File: src/rtl/frame_scheduler.sv
// Per-frame sequencer: clears the back buffer, issues triangle indices to the
// rasterizer, waits for it to go idle, then swaps buffers on the next frame tick.
module frame_scheduler #(
   parameter int unsigned FB_PIXELS = 57600,
   parameter int unsigned ADDR_W    = 16,
   parameter int unsigned TRI_W     = 8
) (
   input  logic              clk_in,
   input  logic              rst_n_in,
   input  logic              new_frame_in,
   input  logic [TRI_W-1:0]  num_tri_in,
   output logic              clear_we_out,
   output logic [ADDR_W-1:0] clear_addr_out,
   output logic              tri_valid_out,
   output logic [TRI_W-1:0]  tri_idx_out,
   input  logic              tri_ready_in,
   input  logic              raster_busy_in,
   output logic              buf_sel_out,
   output logic              frame_done_out,
   output logic [7:0]        overrun_cnt_out
);

   typedef enum logic [2:0] {
      S_IDLE,
      S_CLEAR,
      S_ISSUE,
      S_DRAIN,
      S_WAIT_SWAP
   } state_t;

   localparam logic [ADDR_W-1:0] LAST_ADDR = ADDR_W'(FB_PIXELS - 1);

   state_t              r_state;
   logic [TRI_W-1:0]    r_num_tri;
   logic                r_clear_we;
   logic [ADDR_W-1:0]   r_clear_addr;
   logic                r_tri_valid;
   logic [TRI_W-1:0]    r_tri_idx;
   logic                r_drain_first;
   logic                r_buf_sel;
   logic                r_frame_done;
   logic [7:0]          r_overrun_cnt;

   logic                w_overrun;
   logic                w_tri_last;

   // A tick is an overrun whenever a render is still in flight, including the
   // cycle in which DRAIN hands over to WAIT_SWAP.
   assign w_overrun  = new_frame_in &&
                       (r_state == S_CLEAR || r_state == S_ISSUE || r_state == S_DRAIN);
   assign w_tri_last = (r_tri_idx == r_num_tri - TRI_W'(1));

   always_ff @(posedge clk_in or negedge rst_n_in) begin
      if (!rst_n_in) begin
         r_state       <= S_IDLE;
         r_num_tri     <= '0;
         r_clear_we    <= 1'b0;
         r_clear_addr  <= '0;
         r_tri_valid   <= 1'b0;
         r_tri_idx     <= '0;
         r_drain_first <= 1'b0;
         r_buf_sel     <= 1'b0;
         r_frame_done  <= 1'b0;
         r_overrun_cnt <= '0;
      end else begin
         r_frame_done <= 1'b0;
         if (w_overrun && r_overrun_cnt != 8'hFF) begin
            r_overrun_cnt <= r_overrun_cnt + 8'd1;
         end

         case (r_state)
            S_IDLE: begin
               if (new_frame_in) begin
                  r_num_tri    <= num_tri_in;
                  r_clear_we   <= 1'b1;
                  r_clear_addr <= '0;
                  r_state      <= S_CLEAR;
               end
            end

            S_CLEAR: begin
               if (r_clear_addr == LAST_ADDR) begin
                  r_clear_we <= 1'b0;
                  if (r_num_tri == '0) begin
                     r_drain_first <= 1'b1;
                     r_state       <= S_DRAIN;
                  end else begin
                     r_tri_valid <= 1'b1;
                     r_tri_idx   <= '0;
                     r_state     <= S_ISSUE;
                  end
               end else begin
                  r_clear_addr <= r_clear_addr + ADDR_W'(1);
               end
            end

            S_ISSUE: begin
               if (tri_ready_in) begin
                  if (w_tri_last) begin
                     r_tri_valid   <= 1'b0;
                     r_drain_first <= 1'b1;
                     r_state       <= S_DRAIN;
                  end else begin
                     r_tri_idx <= r_tri_idx + TRI_W'(1);
                  end
               end
            end

            S_DRAIN: begin
               // Busy is ignored for one cycle to cover the rasterizer's busy latency.
               if (r_drain_first) begin
                  r_drain_first <= 1'b0;
               end else if (!raster_busy_in) begin
                  r_state <= S_WAIT_SWAP;
               end
            end

            S_WAIT_SWAP: begin
               if (new_frame_in) begin
                  r_buf_sel    <= ~r_buf_sel;
                  r_frame_done <= 1'b1;
                  r_num_tri    <= num_tri_in;
                  r_clear_we   <= 1'b1;
                  r_clear_addr <= '0;
                  r_state      <= S_CLEAR;
               end
            end

            default: r_state <= S_IDLE;
         endcase
      end
   end

   assign clear_we_out    = r_clear_we;
   assign clear_addr_out  = r_clear_addr;
   assign tri_valid_out   = r_tri_valid;
   assign tri_idx_out     = r_tri_idx;
   assign buf_sel_out     = r_buf_sel;
   assign frame_done_out  = r_frame_done;
   assign overrun_cnt_out = r_overrun_cnt;

endmodule
File: config.mk
export PLATFORM = sky130hd
export DESIGN_NAME = frame_scheduler
export DESIGN_NICKNAME = d
export VERILOG_FILES = /design/src/rtl/frame_scheduler.sv
export SDC_FILE = /design/constraint.sdc
export NUM_CORES = 1
export LEC_CHECK = 0
export CORE_AREA = 4 4 92 94
export CTS_BUF_LIST = sky130_fd_sc_hd__clkbuf_2
export CTS_CLUSTER_DIAMETER = 80
export DETAILED_ROUTE_END_ITERATION = 16
export DIE_AREA = 0 0 96 98
export GPL_ROUTABILITY_DRIVEN = 0
export GPL_TIMING_DRIVEN = 0
export SLEW_MARGIN = 20
export SYNTH_ARGS = -nofsm -noshare
export SYNTH_HDL_FRONTEND = slang
export SYNTH_SLANG_ARGS = --single-unit
File: constraint.sdc
create_clock -name clk_in -period 4.2 [get_ports clk_in]
set_clock_uncertainty 0.2 [all_clocks]
set_input_delay 1.26 -clock clk_in [delete_from_list [all_inputs] [get_ports clk_in]]
set_output_delay 1.26 -clock clk_in [all_outputs]
set_load 0.05 [all_outputs]
Word-level counts from Yosys, hierarchy flattened
Cells that the tools add are included.
Widths: inputs -> output; s select.
- memories kept: 0
- RAM bits: 0
- ROM bits: 0
- register bits: 48
- bits in latches: 0
- logic and storage cells: 81
- add/sub/neg operators: 4
- order comparisons: 0
- bitwise operators: 1
- reduce and logical (&&, ||, !) cells: 18
- div/mod/pow operators: 0
- equal/unequal tests: 17
- shift operators: 0
- multiplexer cells: 31
- multiply operators: 0
- operators with widths (operator ; number):
    $mux 16 ; 2
    $mux 8 ; 4
    $pmux 16 s2 ; 1
    $mux 3 ; 6
    $add 16x1->16 const B ; 1
    $add 8x1->8 const B ; 2
    $eq 16x16->1 const B ; 1
    $pmux 8 s2 ; 1
    $reduce_and 5->1 ; 3
    $ne 2x2->1 const B ; 7
    $mux 1 ; 13
    $pmux 3 s4 ; 1
    $eq 8x8->1 ; 1
    $logic_not 8->1 ; 1
    $ne 8x8->1 const B ; 1
    $sub 8x1->8 const B ; 1
    $eq 3x2->1 const B ; 2
    $ne 2x1->1 const B ; 3
    $reduce_and 3->1 ; 2
    $reduce_and 6->1 ; 1
    $pmux 1 s2 ; 2
    $reduce_and 2->1 ; 2
    $reduce_bool 2->1 ; 2
    $eq 3x1->1 const B ; 1
    other kinds (8) ; 10

Longest topological paths before layout
- depth after elaboration: 5
- mapped depth: 9
- depth with buffers taken out: 8

Worst setup path before layout
No wires, ideal clock.
- path type: register -> register
- from: register r_tri_idx[3], in the netlist tri_idx_out[3]
- to: register r_tri_idx[0], in the netlist tri_idx_out[0]
- setup slack: 1.778 ns
- required time: 3.875 ns
- setup time: 0.125 ns
- arrival: 2.097 ns
- cell stages (with the launch flop): 9
- path buffers: 2
- cells stage by stage: dfrtp_1 -> clkbuf_1 -> xnor2_1 -> xnor2_1 -> nor4_1 -> o211a_1 -> buf_6 -> nor2_1 -> mux2_2
- longest elaborated chain between the ends: 3
- ends and longest elaborated chain (element ; RTL line ; source):
    start: declaration ; 38 ; logic [TRI_W-1:0] r_tri_idx;
    start signal: assignment ; 104 ; r_tri_idx <= r_tri_idx + TRI_W'(1);
    $eq 8x8->1 ; 51 ; assign w_tri_last = (r_tri_idx == r_num_tri - TRI_W'(1));
    $ne 2x2->1 (no line) ; - ;
    $reduce_and 5->1 (no line) ; - ;
Every way passes these cells.
A chain may end at the register's enable or synchronous reset.

Final worst setup path
- from: register r_tri_idx[5], in the netlist tri_idx_out[5]
- to: output tri_idx_out[5]
- RTL lines (element ; RTL line ; source):
    end: declaration ; 15 ; output logic [TRI_W-1:0] tri_idx_out,
No word-level cell between the ends.

==> metrics.yaml <==
status: "completed"
fin_crit_sh: 0.791
die_h_um: 98
synth.mux.area_fraction: 0.00861
fmax_ghz: 0.301
synthXorXnorAreaFrac: 0.0871
hold_ws_ns: 0.290
syn_area_um2: 2620
yosys_warnings: 0
antenna_cells: 0
post_cts_buffers: 0
layout_commonest_cell: "dfrtp_1"
drt_wl_total_um: 6490
synth_edf_count: 0
worstRegToRegCells: 9
synth_area_leaders: "dfrtp_1 (46%), nand2_1 (6.5%), xnor2_1 (6.0%)"
end_kind: "output pin"
die_area_um2: 9410
htree_levels: 2
critPathKind: "reg -> out"
cp_max_fo: 10
crit_start: "tri_idx_out[5]"
yosys.area_share.simple: 0.269
port_buffers: 48
syn_area_per_cell_um2: 9.21
wl_met1_um: 3160
final_cell_mix: "dfrtp_1 (48), clkdlybuf4s50_1 (47), nand2_1 (45)"
min_path_cells: 1
ant_nets: 0
reg2reg_from: "r_num_tri[0]"
grt_pass1_wl_um: 10900
vias: 2257
finalSetupViolations: 0
wl_met3_um: 343
slew_violations: 0
crit_family: "buffers and inverters"
synth_fp_nets: 302
slowest_delay_ns: 0.87
cts_tree: "built"
crit_chain: "clkdlybuf4s50_1"
synth_top_family_by_area: "simple AND/OR/NAND/NOR gates"
cap_violations: 0
ctsResizeCount: 0
holdBufCountCts: 0
synthArstFlopShare: 1.00
hold_end: "buf_sel_out"
insertion_delay_ns: 0.42
cts.path.max_buffers: 2
setup_tns_ns: 0
powerDensity_nw_per_um2: 653
initial_utilization: 0.342
grt_overflow_total: 0
grt_max_degree: 49
die_w_um: 96
worstMarginPinSlew_ns: 0.630
fin_nets: 357
clk_pin_slew_ns: 0.24
rows: 32
min_path_type: "reg -> reg"
rr_endpoint: "tri_idx_out[0]"
clockRootBuffer: "clkbuf_2"
synth_compound_area_frac: 0.120
final_core_util: 0.426
avgRoutedWirePerCell_um: 14.7
min_period_ns: 3.32
antenna_found_initial: 0
final_layout_size_suffix_gt1_frac: 0.0531
path_buf_inv: 1
top_layer: "met4"
synthCells: 284
cts_sinks: 48
first_iter_violations: 106
r2r_slack_ns: 1.73
grt.total_usage: 0.146
drcViolationCount: 0
areaGrowthSynthToFinish_pct: 24.5
synthAdderAreaFrac: 0.0239
finalHoldViolCount: 0
viasPerCell: 5.12
synth_area_leader_cell: "dfrtp_1"
ys_ff_latch: 48
first_global_vias: 2163
firstDrtPassIters: 4
yosys.area.top_type_share: 0.459
ys.flop_type: "dfrtp_1"
synth.distinct_cells: 54
critPathRequiredTime_ns: 2.74
cts_made_buffers: 5
rsz0062_at_grt: "no"
hold_start: "buf_sel_out"
route.met2.wl_um: 2910
ir_drop_mv: 0.327
p_leak_nw: 1.36
hpwl_um: 4660
worstPathArrival_ns: 1.86
relSlewSlack: 0.580
io_pins: 49
core_um2: 7650
cp_slowest_cell: "clkdlybuf4s50_1"
ys_seq_area_frac: 0.459
cp-start-kind: "flip-flop"
## worst max path at each step
stage	end	slack [ns]	cells after the start
after floorplan	tri_idx_out[0]	1.78	8
after global placement	overrun_cnt_out[3]	0.17	1
after detailed placement	tri_idx_out[0]	1.13	5
after CTS	tri_idx_out[5]	0.84	1
after global routing	tri_idx_out[5]	0.79	1
final	tri_idx_out[5]	0.88	1
## cells in the mapped netlist (all sizes together), types with 2 or more instances
cell / count
dfrtp: 48
nor4: 5
clkbuf: 6
buf: 4
and4: 3
nor2: 25
nand3: 19
a31oi: 2
nand2b: 2
nor3: 10
o211ai: 8
a21oi: 5
xnor2: 18
xor2: 8
or4: 6
mux2: 2
a21o: 3
and3: 4
o311ai: 2
o21ai: 11
nor3b: 2
a21boi: 2
nand2: 45
nand4: 8
inv: 9
ha: 5
or3: 3
## metrics by stage
step	total power [W]	area [µm²]	std cells	setup slack, ns
floorplan	0.00158	2620	284	1.78
global placement	0.00194	3220	434	0.167
detailed placement	0.00196	3220	434	1.13
CTS	0.00215	3260	441	0.845
global route	0.00230	3260	441	0.789
finish	0.00213	3260	441	0.877
## per-layer routing
layer | vias up | global-route usage
li1 | 1125 | -
met1 | 1076 | 0.206
met2 | 49 | 0.222
met3 | 7 | 0.0370
met4 | 0 | 0.0372
met5 | - | 0
## report_power, final
part | switching, W | internal (W) | leakage (nW)
Clock | 0.000142 | 0.0000397 | 0.0288
Sequential | 0.000191 | 0.000599 | 0.597
Combinational | 0.000738 | 0.000417 | 0.735
## flip-flops by register name, summed over array words and instances (netlist names)
register / count
buf_sel_out: 1
r_state: 3
tri_idx_out: 8
r_num_tri: 8
frame_done_out: 1
tri_valid_out: 1
clear_we_out: 1
overrun_cnt_out: 8
clear_addr_out: 16
r_drain_first: 1
## area by class of cell
class,count,area (µm²)
Timing Repair Buffer,48,478
Tap cell,102,128
Fill cell,793,4390
Sequential cell,48,1200
Buffer,10,48.8
Multi-Input combinational cell,217,1330
Inverter,9,33.8
Clock inverter,1,5.00
Clock buffer,6,30.0
## logic make-up after synthesis
family	after synthesis
AOI/OAI and AO/OA	45
muxes	2
DFF	48
buffers and inverters	19
adders and majority gates	5
and+or+nand+nor	139
xor gates and xnor gates	26
No activity file was read; power rests on OpenSTA's default activity.
